### config.mk
export PLATFORM = sky130hd
export DESIGN_NAME = cnn_frame_loader
export DESIGN_NICKNAME = d
export VERILOG_FILES = /design/src/rtl/cnn_frame_loader.sv
export SDC_FILE = /design/constraint.sdc
export NUM_CORES = 1
export LEC_CHECK = 0
export CORE_MARGIN = 3
export CORE_UTILIZATION = 40
export CTS_BUF_LIST = sky130_fd_sc_hd__clkbuf_8
export CTS_CLUSTER_SIZE = 30
export DETAILED_ROUTE_END_ITERATION = 10
export HOLD_SLACK_MARGIN = 0.12
export PLACE_DENSITY = 0.64
export RECOVER_POWER = 25
export SYNTH_ARGS = -nofsm -noshare
export SYNTH_HDL_FRONTEND = slang
export SYNTH_SLANG_ARGS = --single-unit
### constraint.sdc
create_clock -name clk -period 2.3 [get_ports clk]
set_clock_uncertainty 0.2 [all_clocks]
set_input_delay 0.575 -clock clk [delete_from_list [all_inputs] [get_ports clk]]
set_output_delay 0.575 -clock clk [all_outputs]
set_load 0.02 [all_outputs]
### src/rtl/cnn_frame_loader.sv
// Feeds one 8-bit pixel frame into the accelerator's f1 RAM as 32-bit words, kicks off
// a run, and holds the classification result on a valid/ready port until it is consumed.
//
//  state     | meaning
//  ----------+-----------------------------------------------------------------
//  LOAD      | accept pixels, pack 4 per word, write each completed word
//  START     | single-cycle start pulse to the accelerator
//  WAIT_DONE | wait for done, abort with frame_err after TIMEOUT cycles
//  RESULT    | hold res_value/res_index valid until res_ready
module cnn_frame_loader #(
    parameter int PIX_NUM = 1024,
    parameter int TIMEOUT = 2000000
) (
    input  logic        clk,
    input  logic        rst_n,
    input  logic        s_valid,
    output logic        s_ready,
    input  logic [7:0]  s_data,
    input  logic        s_last,
    output logic [3:0]  f1_wr_en,
    output logic [31:0] f1_waddr,
    output logic [31:0] f1_wdata,
    output logic        ena,
    output logic        start,
    input  logic        done,
    input  logic [15:0] class_value,
    input  logic [3:0]  class_index,
    output logic        res_valid,
    input  logic        res_ready,
    output logic [15:0] res_value,
    output logic [3:0]  res_index,
    output logic        busy,
    output logic        frame_err
);

    localparam int              CW       = $clog2(PIX_NUM);
    localparam logic [CW-1:0]   LAST_PIX = CW'(PIX_NUM - 1);
    localparam logic [31:0]     TO_LAST  = 32'(TIMEOUT - 1);

    typedef enum logic [1:0] {LOAD, START, WAIT_DONE, RESULT} state_t;

    state_t        state, state_nxt;
    logic [CW-1:0] pix_cnt;
    logic [23:0]   lane_buf;
    logic          frame_full;
    logic [31:0]   to_cnt;
    logic          wr_pend;
    logic          err_q;
    logic          accept;
    logic          last_pix;
    logic          early_end;

    always_comb begin
        state_nxt = state;
        s_ready   = (state == LOAD) && !frame_full;
        accept    = s_valid && s_ready;
        last_pix  = (pix_cnt == LAST_PIX);
        early_end = accept && s_last && !last_pix;
        start     = (state == START);
        busy      = (state != LOAD);
        res_valid = (state == RESULT);
        case (state)
            LOAD:      if (frame_full) state_nxt = START;
            START:     state_nxt = WAIT_DONE;
            WAIT_DONE: begin
                if (done)                  state_nxt = RESULT;
                else if (to_cnt == TO_LAST) state_nxt = LOAD;
            end
            RESULT:    if (res_ready) state_nxt = LOAD;
            default:   state_nxt = LOAD;
        endcase
    end

    assign f1_wr_en  = {4{wr_pend}};
    assign ena       = wr_pend;
    assign frame_err = err_q;

    always_ff @(posedge clk) begin
        if (!rst_n) state <= LOAD;
        else        state <= state_nxt;
    end

    always_ff @(posedge clk) begin
        if (!rst_n) begin
            pix_cnt    <= '0;
            lane_buf   <= '0;
            frame_full <= 1'b0;
            to_cnt     <= '0;
            wr_pend    <= 1'b0;
            err_q      <= 1'b0;
            f1_waddr   <= '0;
            f1_wdata   <= '0;
            res_value  <= '0;
            res_index  <= '0;
        end else begin
            wr_pend <= 1'b0;
            err_q   <= 1'b0;

            if (state == LOAD) begin
                // frame_full marks the final-write cycle; s_ready is already low
                if (frame_full) begin
                    frame_full <= 1'b0;
                end else if (accept) begin
                    if (early_end) begin
                        pix_cnt <= '0;
                        err_q   <= 1'b1;
                    end else begin
                        pix_cnt    <= last_pix ? '0 : pix_cnt + 1'b1;
                        frame_full <= last_pix;
                        case (pix_cnt[1:0])
                            2'd0: lane_buf[7:0]   <= s_data;
                            2'd1: lane_buf[15:8]  <= s_data;
                            2'd2: lane_buf[23:16] <= s_data;
                            default: begin
                                wr_pend  <= 1'b1;
                                f1_waddr <= 32'({pix_cnt[CW-1:2], 2'b00});
                                f1_wdata <= {s_data, lane_buf};
                            end
                        endcase
                    end
                end
            end

            if (state == START) to_cnt <= '0;

            if (state == WAIT_DONE) begin
                if (done) begin
                    res_value <= class_value;
                    res_index <= class_index;
                end else if (to_cnt == TO_LAST) begin
                    err_q <= 1'b1;
                end else begin
                    to_cnt <= to_cnt + 1'b1;
                end
            end
        end
    end

endmodule
; Word level (Yosys, flattened, before mapping)
; Cells that the tools add are included.
[word_totals]
elab_cells = 71
regBits = 131
out_inout_bits = 94
[op_classes]
bitwise_logic = 6
n_reduce_logical = 18
addsub = 2
mux = 22
n_eq_ne = 10
[op_table]
columns = operator, n
row1 = 32-bit 2-to-1 mux, 4
row2 = "32-bit by 1-bit adder with 32-bit output, second input constant", 1
row3 = "32-bit by 21-bit equality test with 1-bit output, second input constant", 1
row4 = 10-bit 2-to-1 mux, 2
row5 = 5-bit AND reduction, 4
row6 = 1-bit 2-to-1 mux, 11
row7 = "10-bit by 1-bit adder with 10-bit output, second input constant", 1
row8 = "10-bit equality test, second input constant", 1
row9 = 2-bit 2-to-1 mux, 4
row10 = 2-bit one-hot mux with 4 select lines, 1
row11 = "2-bit equality test, second input constant", 3
row12 = 1-bit NOT, 6
row13 = 3-bit AND reduction, 2
row14 = 5-bit OR reduction, 1
row15 = "2-bit by 1-bit equality test with 1-bit output, second input constant", 2
row16 = 1-bit logical AND, 4
row17 = 2-bit zero test, 2
row18 = "3-bit inequality test, second input constant", 1
row19 = 3-bit OR reduction, 1
row20 = 1-bit zero test, 2
row21 = "2-bit by 1-bit inequality test with 1-bit output, second input constant", 1
row22 = "2-bit inequality test, second input constant", 1
row23 = 2-bit AND reduction, 1
row24 = 2-bit nonzero test, 1

; Depth between registers and ports, before layout
; Gate-level depths: netlist of the first run.
[depth]
word_depth = 12
mapped_depth = 8

; Worst setup path after synthesis of the first run
; No wires, ideal clock.
[synth_timing]
path_kind = flip-flop to flip-flop
from = register state[0]
to = register pix_cnt[9]
slack_ps = 201
stages_incl_launch_ff = 8
required_time_ps = 2009
arrival_time_ps = 1808
path_buffers = 2
path_cell_list = dfxtp_1 buf_2 nor3_2 nand2_1 buf_2 nor2_1 a31oi_1 a311oi_1
[synth_between]
elab_chain_len = 6
[synth_rtl]
columns = item, line
row1 = "start, declared", 42  ; state_t state, state_nxt;
row2 = "start signal, assigned", 80  ; else state <= state_nxt;
row3 = 2-bit zero test *, 55  ; s_ready = (state == LOAD) && !frame_full;
row4 = 1-bit logical AND *, 55
row5 = named net s_ready, 17  ; output logic s_ready,
row6 = 1-bit logical AND *, 56  ; accept = s_valid && s_ready;
row7 = 1-bit logical AND (2 in a row), 58  ; early_end = accept && s_last && !last_pix;
row8 = 10-bit 2-to-1 mux, 104  ; if (early_end) begin
row9 = "end signal, assigned", 108  ; pix_cnt <= last_pix ? '0 : pix_cnt + 1'b1;
row10 = "end, declared", 43  ; logic [CW-1:0] pix_cnt;
; Mark *: on every way through the listed nets, which the timed path passes. The rest lies on a longest branch.
; A chain may end at the register's enable or synchronous reset.

; Final worst setup path of the first run
[layout_timing]
from = input done
to = register to_cnt[7]
[layout_between]
elab_chain_len = 2
[layout_rtl]
columns = item, line
row1 = "start, declared", 25  ; input logic done,
row2 = 32-bit 2-to-1 mux, 127  ; if (done) begin
row3 = 32-bit 2-to-1 mux, 126  ; if (state == WAIT_DONE) begin
row4 = "end signal, assigned", 133  ; to_cnt <= to_cnt + 1'b1;
row5 = "end, declared", 46  ; logic [31:0] to_cnt;
; No other way between the ends.

==> impl_metrics.tcl, run 1 <==
set metrics [dict create \
    timing.slew.headroom_pct 55.9 \
    arrival_ps 2390 \
    slew_violations 0 \
    finalSetupViolations 0 \
    end_kind "flip-flop" \
    multi_input_area_um2 2700 \
    r2r_slack_ps 100 \
    synthXorXnorAreaFrac_pct 2.95 \
    power_leakage_nw 2.80 \
    start_util_pct 41.7 \
    ff2ff_path_depth 6 \
    final_cells 971 \
    cts_buffers 17 \
    setup_ws_ps 75.6 \
    grt_max_degree 83 \
    synth_top_family_by_area "simple AND/OR/NAND/NOR gates" \
    regToRegStartpoint "to_cnt[9]" \
    die_x_um 125 \
    intPower_mw 3.33 \
    worstReg2RegEnd "to_cnt[3]" \
    grt_usage_pct 17.8 \
    switchingPower_mw 1.01 \
    yosys_warnings 0 \
    synth-seq-cells 131 \
    fin_nets 823 \
    antenna_cells 0 \
    crit_required_ps 2460 \
    seq_area_um2 2630 \
    cts_buffer_depth 2 \
    grt_pass1_wl_um 23000 \
    finish.utilization_pct 54.4 \
    ys_types 52 \
    worstHoldStart "f1_wdata[20]" \
    port_buffers 103 \
    via_per_inst 5.05 \
    drt_drc_violations_left 0 \
    final.period_utilization_pct 96.7 \
    crit_fanout 4 \
    pwr-share-comb_pct 5.5 \
    hold_viol 0 \
    fin_tns_setup_ps 0 \
    post_cts_buffers 0 \
    dpl_cell_area_um2 6990 \
    yosysSeqAreaShare_pct 46.5 \
    io_pins 128 \
    avgSynthCellArea_um2 8.43 \
    htree_levels 4 \
    grt-ovfl-total 0 \
    synth_cells 668 \
    synthMuxAreaShare_pct 4.66 \
    min_to "f1_wdata[20]" \
    ant_nets 0 \
    vias 4908 \
    first_iter_violations 296 \
    die-area_um2 15500 \
    first_global_vias 4691 \
    place_ws_ps -235 \
    final_cell_area_um2 7350 \
    drv_cap 0 \
    cts_tree "done" \
    rsz0062_at_grt "false" \
    ir_drop_mv 0.372 \
    synth_simple_gate_area_share_pct 25.7 \
    antenna_found_initial 0 \
    synth_compound_gate_area_share_pct 11.5 \
    worstMarginPinSlew_ps 661 \
    ys.flop_type "dfxtp_1" \
    startpoint_type "primary input" \
    fmax_ghz 0.450 \
    status "finished clean" \
    root_buffer "clkbuf_8" \
    layout-drive-gt1-share_pct 10.7 \
    clk_latency_ps 430 \
    wl_um 13600 \
    min_period_ps 2220 \
    synth_area_um2 5630 \
    place_hpwl_um 9900 \
    gp_congestion 0.863 \
    drt_first_pass_iters 5 \
    power_mw 4.34 \
    pwr-share-seq_pct 52.7 \
    synthArstFlopShare_pct 0 \
    wl_per_cell_um 14.1 \
    synthAdderAreaFrac_pct 1.33 \
    rows 42 \
    clkSinkCount 131 \
    synth_edf_count 0 \
    fill_cells 1245 \
    core_um2 13500 \
    worstHoldPathCells 2 \
    path_clk_slew_ps 80 \
    area_delta_synth_final_pct 30.4 \
    power_density_nw_per_um2 590 \
    die_y_um 125 \
    switching_share_pct 23.3 \
    clkPwrFrac_pct 41.8 \
    whs_ps 249 \
    min-delay-path-class "flip-flop to flip-flop" \
    critPathKind "primary input to flip-flop" \
    placed_cells 940 \
]
[worst max-delay path, cell delays in order]
cell           delay (ps)
dlygate4sd3_1         590
nor3b_4               250
and3_2                270
inv_2                  50
or4_1                 470
a21oi_1               170
[how the worst max path moves through the flow]
stage	cells after the start	from	end
after floorplan	7	state[0]	pix_cnt[9]
after global routing	3	state[0]	start
after global placement	6	done	to_cnt[7]
after CTS	2	state[0]	busy
final	6	done	to_cnt[7]
after detailed placement	6	done	to_cnt[7]
[final cells by class]
class | instances | area share (%)
timing repair buffer | 142 | 19.2
multi-input combinational | 484 | 36.7
sequential | 131 | 35.7
clock buffer | 21 | 3.93
tap | 176 | 3.00
clock inverter | 10 | 1.14
inverter | 7 | 0.358
[cell usage after synthesis (6+ instances only)]
cell type  instances  area share [%]
nand3_1           61             5.4
xor2_1            16             2.5
buf_2             13             1.2
nor3_1             6            0.53
buf_4             29             3.9
o21ai_0           26             2.3
o21ai_1           21             1.9
and3_1             9             1.0
dfxtp_1          131              47
clkbuf_1          24             1.6
a21oi_1           38             3.4
nand2_1          134             8.9
nand4_1           13             1.4
ha_1               6             1.3
mux2i_1           24             4.3
nor2_1            33             2.2
and4_1             8             1.2
[registers in the layout (all words and copies together), names as in the netlist]
signal and cells:
frame_full 1, f1_waddr 8, res_index 4, lane_buf 24
res_value 16, frame_err 1, state 2, pix_cnt 10
to_cnt 32, ena 1, f1_wdata 32
[cell families (layout without fill, tap and decap cells)]
group,Yosys count,after routing
compound gates,111,111
xor+xnor,19,19
fa+ha+maj,6,6
buf+inv,76,180
flops,131,131
mux,26,26
other cells,1,24
simple gates,298,298
[power groups by stage]
stage / clock (mW) / combinational, mW / sequential, mW
4_1_cts: 1.87 / 0.240 / 2.29
5_1_grt: 1.98 / 0.259 / 2.29
3_3_place_gp: 0 / 0.237 / 2.34
3_5_place_dp: 0 / 0.239 / 2.34
2_1_floorplan: 0 / 0.154 / 2.34
6_report: 1.81 / 0.238 / 2.29
[repair_timing]
item,4_1_cts,5_1_grt
hold buffers,0,0
pin swaps,0,0
gates resized for setup,6,6
endpoints found under the setup margin,4,15
[cells in the final DEF (no fill, tap or decap), drive strengths merged, types with 5 or more instances in the layout]
master,Yosys,layout
nand4,13,13
nor3,8,8
conb,1,24
a21oi,38,38
mux2i,24,24
nand3,62,62
and2,5,5
o31ai,6,6
clkbuf,24,28
nand2,134,134
and4,8,8
inv,6,7
xor2,16,16
nor2,33,33
dfxtp,131,131
buf,45,34
o21ai,47,47
ha,6,6
and3,10,10
clkdlybuf4s50,0,95
clkinv,1,5
a31oi,5,5
[routing by layer]
metal	GRT usage, %	vias up	routed length [um]
met1	23.3	2295	6290
met5	0	-	0
met4	4.32	0	133
met2	28.4	122	6560
li1	-	2478	-
met3	5.75	13	665
No activity file was read; power rests on OpenSTA's default activity.
==> inputs of run 2 (changes only) <==
==> constraint.sdc (replaced) <==
create_clock -name clk -period 2.3 [get_ports clk]
set_clock_uncertainty 0.2 [all_clocks]
set_input_delay 0.69 -clock clk [delete_from_list [all_inputs] [get_ports clk]]
set_output_delay 0.69 -clock clk [all_outputs]
set_load 0.02 [all_outputs]
==> impl_metrics.tcl, run 2 (same netlist as run 1, synthesis figures left out) <==
set metrics [dict create \
    min_period_ps 2230 \
    antenna_cells 0 \
    fin_nets 824 \
    clkSinkCount 131 \
    final_cells 973 \
    slew_violations 0 \
    die_y_um 125 \
    port_buffers 103 \
    die-area_um2 15500 \
    core_um2 13500 \
    fin_tns_setup_ps 0 \
    crit_buf_inv 2 \
    ir_drop_mv 0.396 \
    vias 4888 \
    io_pins 128 \
    htree_levels 4 \
    gp_congestion 0.856 \
    status "finished clean" \
    multi_input_area_um2 2690 \
    arrival_ps 2400 \
    root_buffer "clkbuf_8" \
    seq_area_um2 2630 \
    cp_slowest_stage_delay_ps 580 \
    grt_pass1_wl_um 22600 \
    rsz0062_at_grt "false" \
    start_util_pct 41.7 \
    finish.utilization_pct 53.4 \
    ant_nets 0 \
    wl_um 13700 \
    grt_usage_pct 17.5 \
    top_regs "f1_wdata x32, to_cnt x32, lane_buf x24" \
    antenna_found_initial 0 \
    final.period_utilization_pct 97.1 \
    grt_max_degree 84 \
    first_iter_violations 275 \
    place_hpwl_um 9870 \
    ctsHoldBuffers 0 \
    hold_viol 0 \
    end_kind "flip-flop" \
    area_delta_synth_final_pct 28.1 \
    clk_latency_ps 430 \
    power_density_nw_per_um2 608 \
    timing.slew.headroom_pct 56.6 \
    rows 42 \
    drt_first_pass_iters 4 \
    cts_buffers 17 \
    whs_ps 249 \
    drt_drc_violations_left 0 \
    placed_cells 941 \
    crit_fanout 3 \
    power_leakage_nw 3.14 \
    fmax_ghz 0.448 \
    critPathKind "primary input to flip-flop" \
    wl_per_cell_um 14.1 \
    slowest_stage "dlygate4sd3_1" \
    min-delay-path-class "flip-flop to flip-flop" \
    path_cells "dlygate4sd3_1 -> nor3b_4 -> and3_2 -> inv_2 -> or4_1 -> a21oi_1" \
    startpoint_type "primary input" \
    layout-drive-gt1-share_pct 11.3 \
    worstMarginPinSlew_ps 651 \
    post_cts_buffers 0 \
    crit_required_ps 2460 \
    final_cell_mix "134 x nand2_1, 129 x dfxtp_1, 61 x nand3_1, 38 x a21oi_1, 33 x nor2_1" \
    layout_commonest_cell "nand2_1" \
    grt-ovfl-total 0 \
    crit_family "simple AND/OR/NAND/NOR gates" \
    path_clk_slew_ps 70 \
    first_global_vias 4746 \
    fill_cells 1282 \
    cts_buffer_depth 2 \
    finalSetupViolations 0 \
    drv_cap 0 \
    via_per_inst 5.02 \
    cts_tree "done" \
    die_x_um 125 \
]
run 2: repair_timing:
item / CTS / global route
endpoints found under the hold margin: 0 / 0
cloned: 0 / 0
gates resized for setup: 42 / 39
setup endpoints to repair: 35 / 39
run 2: metrics by stage:
stage	area (um2)	total power [mW]	setup slack, ps
6_report	7220	4.39	65.9
5_1_grt	7220	4.56	4.13
4_1_cts	7360	4.44	0.0250
3_5_place_dp	7010	2.58	-276
3_3_place_gp	7010	2.58	-212
2_1_floorplan	5720	2.49	178
run 2: worst reg2reg max path, cell delays in order, from the launching register on:
cell	delay (ps)
dfxtp_1	420
ha_1	260
and4_1	250
a31oi_2	160
nor3b_4	240
buf_4	190
buf_4	160
nand3_1	80
o21ai_0	110
run 2: worst paths after layout:
path / start / end / slack (ps) / depth (start not counted)
max: done / to_cnt[7] / 70 / 6
min: f1_wdata[23] / f1_wdata[23] / 250 / 2
max reg2reg: pix_cnt[1] / f1_wdata[28] / 160 / 8
min reg2reg: f1_wdata[23] / f1_wdata[23] / 250 / 2
run 2: final cells by class:
cell class	instances	area share, %
multi-input combinational	484	37.2
sequential	131	36.4
timing repair buffer	143	17.6
clock buffer	22	4.19
tap	176	3.05
clock inverter	10	1.14
inverter	7	0.364
run 2: layer usage:
| layer | part of all wire, % | up-vias | wire length, um | global-route usage [%] |
|---|---|---|---|---|
| li1 | - | 2494 | - | - |
| met1 | 48 | 2278 | 6530 | 22.9 |
| met2 | 47 | 104 | 6470 | 27.6 |
| met3 | 4.1 | 12 | 559 | 5.15 |
| met4 | 0.91 | 0 | 125 | 5.67 |
| met5 | 0 | - | 0 | 0 |
run 2: power breakdown:
group	switching [mW]	internal (mW)	leakage [nW]	total [mW]
Combinational	0.142	0.0965	1.87	0.239
Clock	0.874	0.986	0.207	1.86
Sequential	0.00677	2.28	1.06	2.29
Total	1.02	3.36	3.14	4.39
==> inputs of run 3 (changes only) <==
CAP_MARGIN = 30   (was not set)
==> results of run 3 <==
No change in the layout: final DEF, timing and power equal those of run 2.
==> RTL edit: new RTL, config.mk and constraints of run 1 <==
Change the parameter `PIX_NUM` from 1024 to 4096.
--- a/src/rtl/cnn_frame_loader.sv
+++ b/src/rtl/cnn_frame_loader.sv
@@ -10,3 +10,3 @@
 module cnn_frame_loader #(
-    parameter int PIX_NUM = 1024,
+    parameter int PIX_NUM = 4096,
     parameter int TIMEOUT = 2000000
Check against the original RTL: same outputs for any inputs over 4 cycles, from zero or initial values and one cycle with rst_n low; that may be too few to reach the edited logic, so the function may still have changed.
==> RTL edit against run 1 <==
- synthesized area is 1.5% higher
- worst setup slack improved by 0.012 ns
- via count is 6.3% higher
- sequential cell count up 4
- combinational power barely moved
- count of clock-buffer cells in the layout decreased by 4
- final area rose by 1.4%
- wire length increased by 7.8%
- first-iteration DRC count grew 29%
- power up 3.5%
- hold slack improved by 0.0079 ns
- highest routed layer unchanged
==> RTL edit: results (changes against run 1) <==
metric,value,unit,change
dp_slack,-0.191,ns,was -0.235 ns
grt_pass1_wl,24200,um,was 23000 um
drive_above_1_share,0.112,,was 0.107
slowest_delay,0.35,ns,was 0.59 ns
p_leak,0.00276,uW,was 0.00280 uW
htree_levels,4,,unchanged
ys_seq_area_frac,0.473,,was 0.465
wirelength,14700,um,was 13600 um
hold_class,flip-flop to flip-flop,,unchanged
cpLargestDelayFamily,buffers and inverters,,was simple AND/OR/NAND/NOR gates
synthTopCellsByCount,"dfxtp_1 (135), nand2_1 (120), a21oi_1 (59)",,"was nand2_1 (134), dfxtp_1 (131), nand3_1 (61)"
synth.distinct_cells,51,,was 52
grt_pass1_vias,5122,,was 4691
postPlaceCellArea,7110,um2,was 6990 um2
wl_met2,7130,um,was 6560 um
cp.arrival,1.44,ns,was 2.39 ns
ir_worst_vdd,0.000463,V,was 0.000372 V
cts_buffer_depth,2,,unchanged
top_regs,"f1_wdata (32), to_cnt (32), lane_buf (24)",,unchanged
first_pass_iters,7,,was 5
cp_max_fo,8,,was 4
via_per_inst,5.25,,was 5.05
place.gp.congestion,0.833,,was 0.863
layout.cells.non_filler,993,,was 971
port_buffers,105,,was 103
grt_max_degree,66,,was 83
path_clk_slew,0.09,ns,
power.share.combinational,0.053,,was 0.055
async_reset_ff_frac,0,,unchanged
synthCells,677,,was 668
grt.total_usage,0.184,,was 0.178
max-slew-margin-rel,0.555,,was 0.559
yosysWarnings,0,,unchanged
dp.cells,961,,was 940
dp_hpwl,10300,um,was 9900 um
first_iter_violations,383,,was 296
nNetsFinal,840,,was 823
crit_slowest_cell,dlygate4sd2_1,,was dlygate4sd3_1
n_antenna_cell,0,,unchanged
ys_top_cells_by_area,"dfxtp_1 (47%), nand2_1 (7.9%), a21oi_1 (5.2%)",,"was dfxtp_1 (47%), nand2_1 (8.9%), nand3_1 (5.4%)"
antenna_found_initial,0,,unchanged
drt-met1-wl,6570,um,was 6290 um
power_density,603,nW/um2,was 590 nW/um2
p_clk_frac,0.424,,was 0.418
dr_wl_met3,929,um,was 665 um
status,"finished, final reports clean",,unchanged
sw_frac_of_total,0.275,,was 0.233
-- RTL edit: changes by cell type in the layout (fill, tap and decap cells not counted), sizes merged, moves of 4 or more --
cell	run 1	this run
xor2	16	0
dfxtp	131	135
or4	3	13
nor3	8	2
buf	34	41
nand2	134	123
nand3	62	54
or3	4	12
a21oi	38	60
o41ai	0	4
nor2	33	23
o21ai	47	56
inv	7	17
and3	10	5
-- RTL edit: path summary, 6_finish.rpt --
path                      from           end  slack, ns  depth (start not counted)
hold / removal    res_index[0]  res_index[0]       0.26                          2
setup reg to reg     to_cnt[0]    to_cnt[12]       0.12                          8
hold reg to reg   res_index[0]  res_index[0]       0.26                          2
setup / recovery      state[0]     res_valid       0.09                          3
-- RTL edit: routing by layer --
| layer | track usage | vias to the layer above |
|---|---|---|
| li1 | - | 2600 |
| met1 | 0.232 | 2469 |
| met2 | 0.296 | 138 |
| met3 | 0.0675 | 8 |
| met4 | 0.0536 | 0 |
| met5 | 0 | - |
-- RTL edit: layout make-up --
cell class / count / area [um2]
clock buffers: 17 / 234
clock inverters: 15 / 154
fillers: 1261 / 6480
inverters: 8 / 30.0
multi-input cells: 487 / 2700
flip-flops and latches: 135 / 2700
well taps: 180 / 225
repair buffers: 151 / 1400
-- RTL edit: what timing repair did --
action / in CTS / in global routing
gates resized for setup: 10 / 5
endpoints found under the setup margin: 6 / 5
gates cloned: 0 / 0
-- RTL edit: tightest hold or removal path, stage by stage (launching register included) --
cell and delay [ns]:
dfxtp_1 0.31, nand2_1 0.05, a21oi_1 0.05
-- RTL edit: cells by family after synthesis --
family	synth area share
buffers and inverters	0.0704
AOI/OAI and AO/OA	0.140
muxes	0.0420
xor gates and xnor gates	0.00919
other	0.000656
DFF	0.473
and+or+nand+nor	0.252
adders and majority gates	0.0131
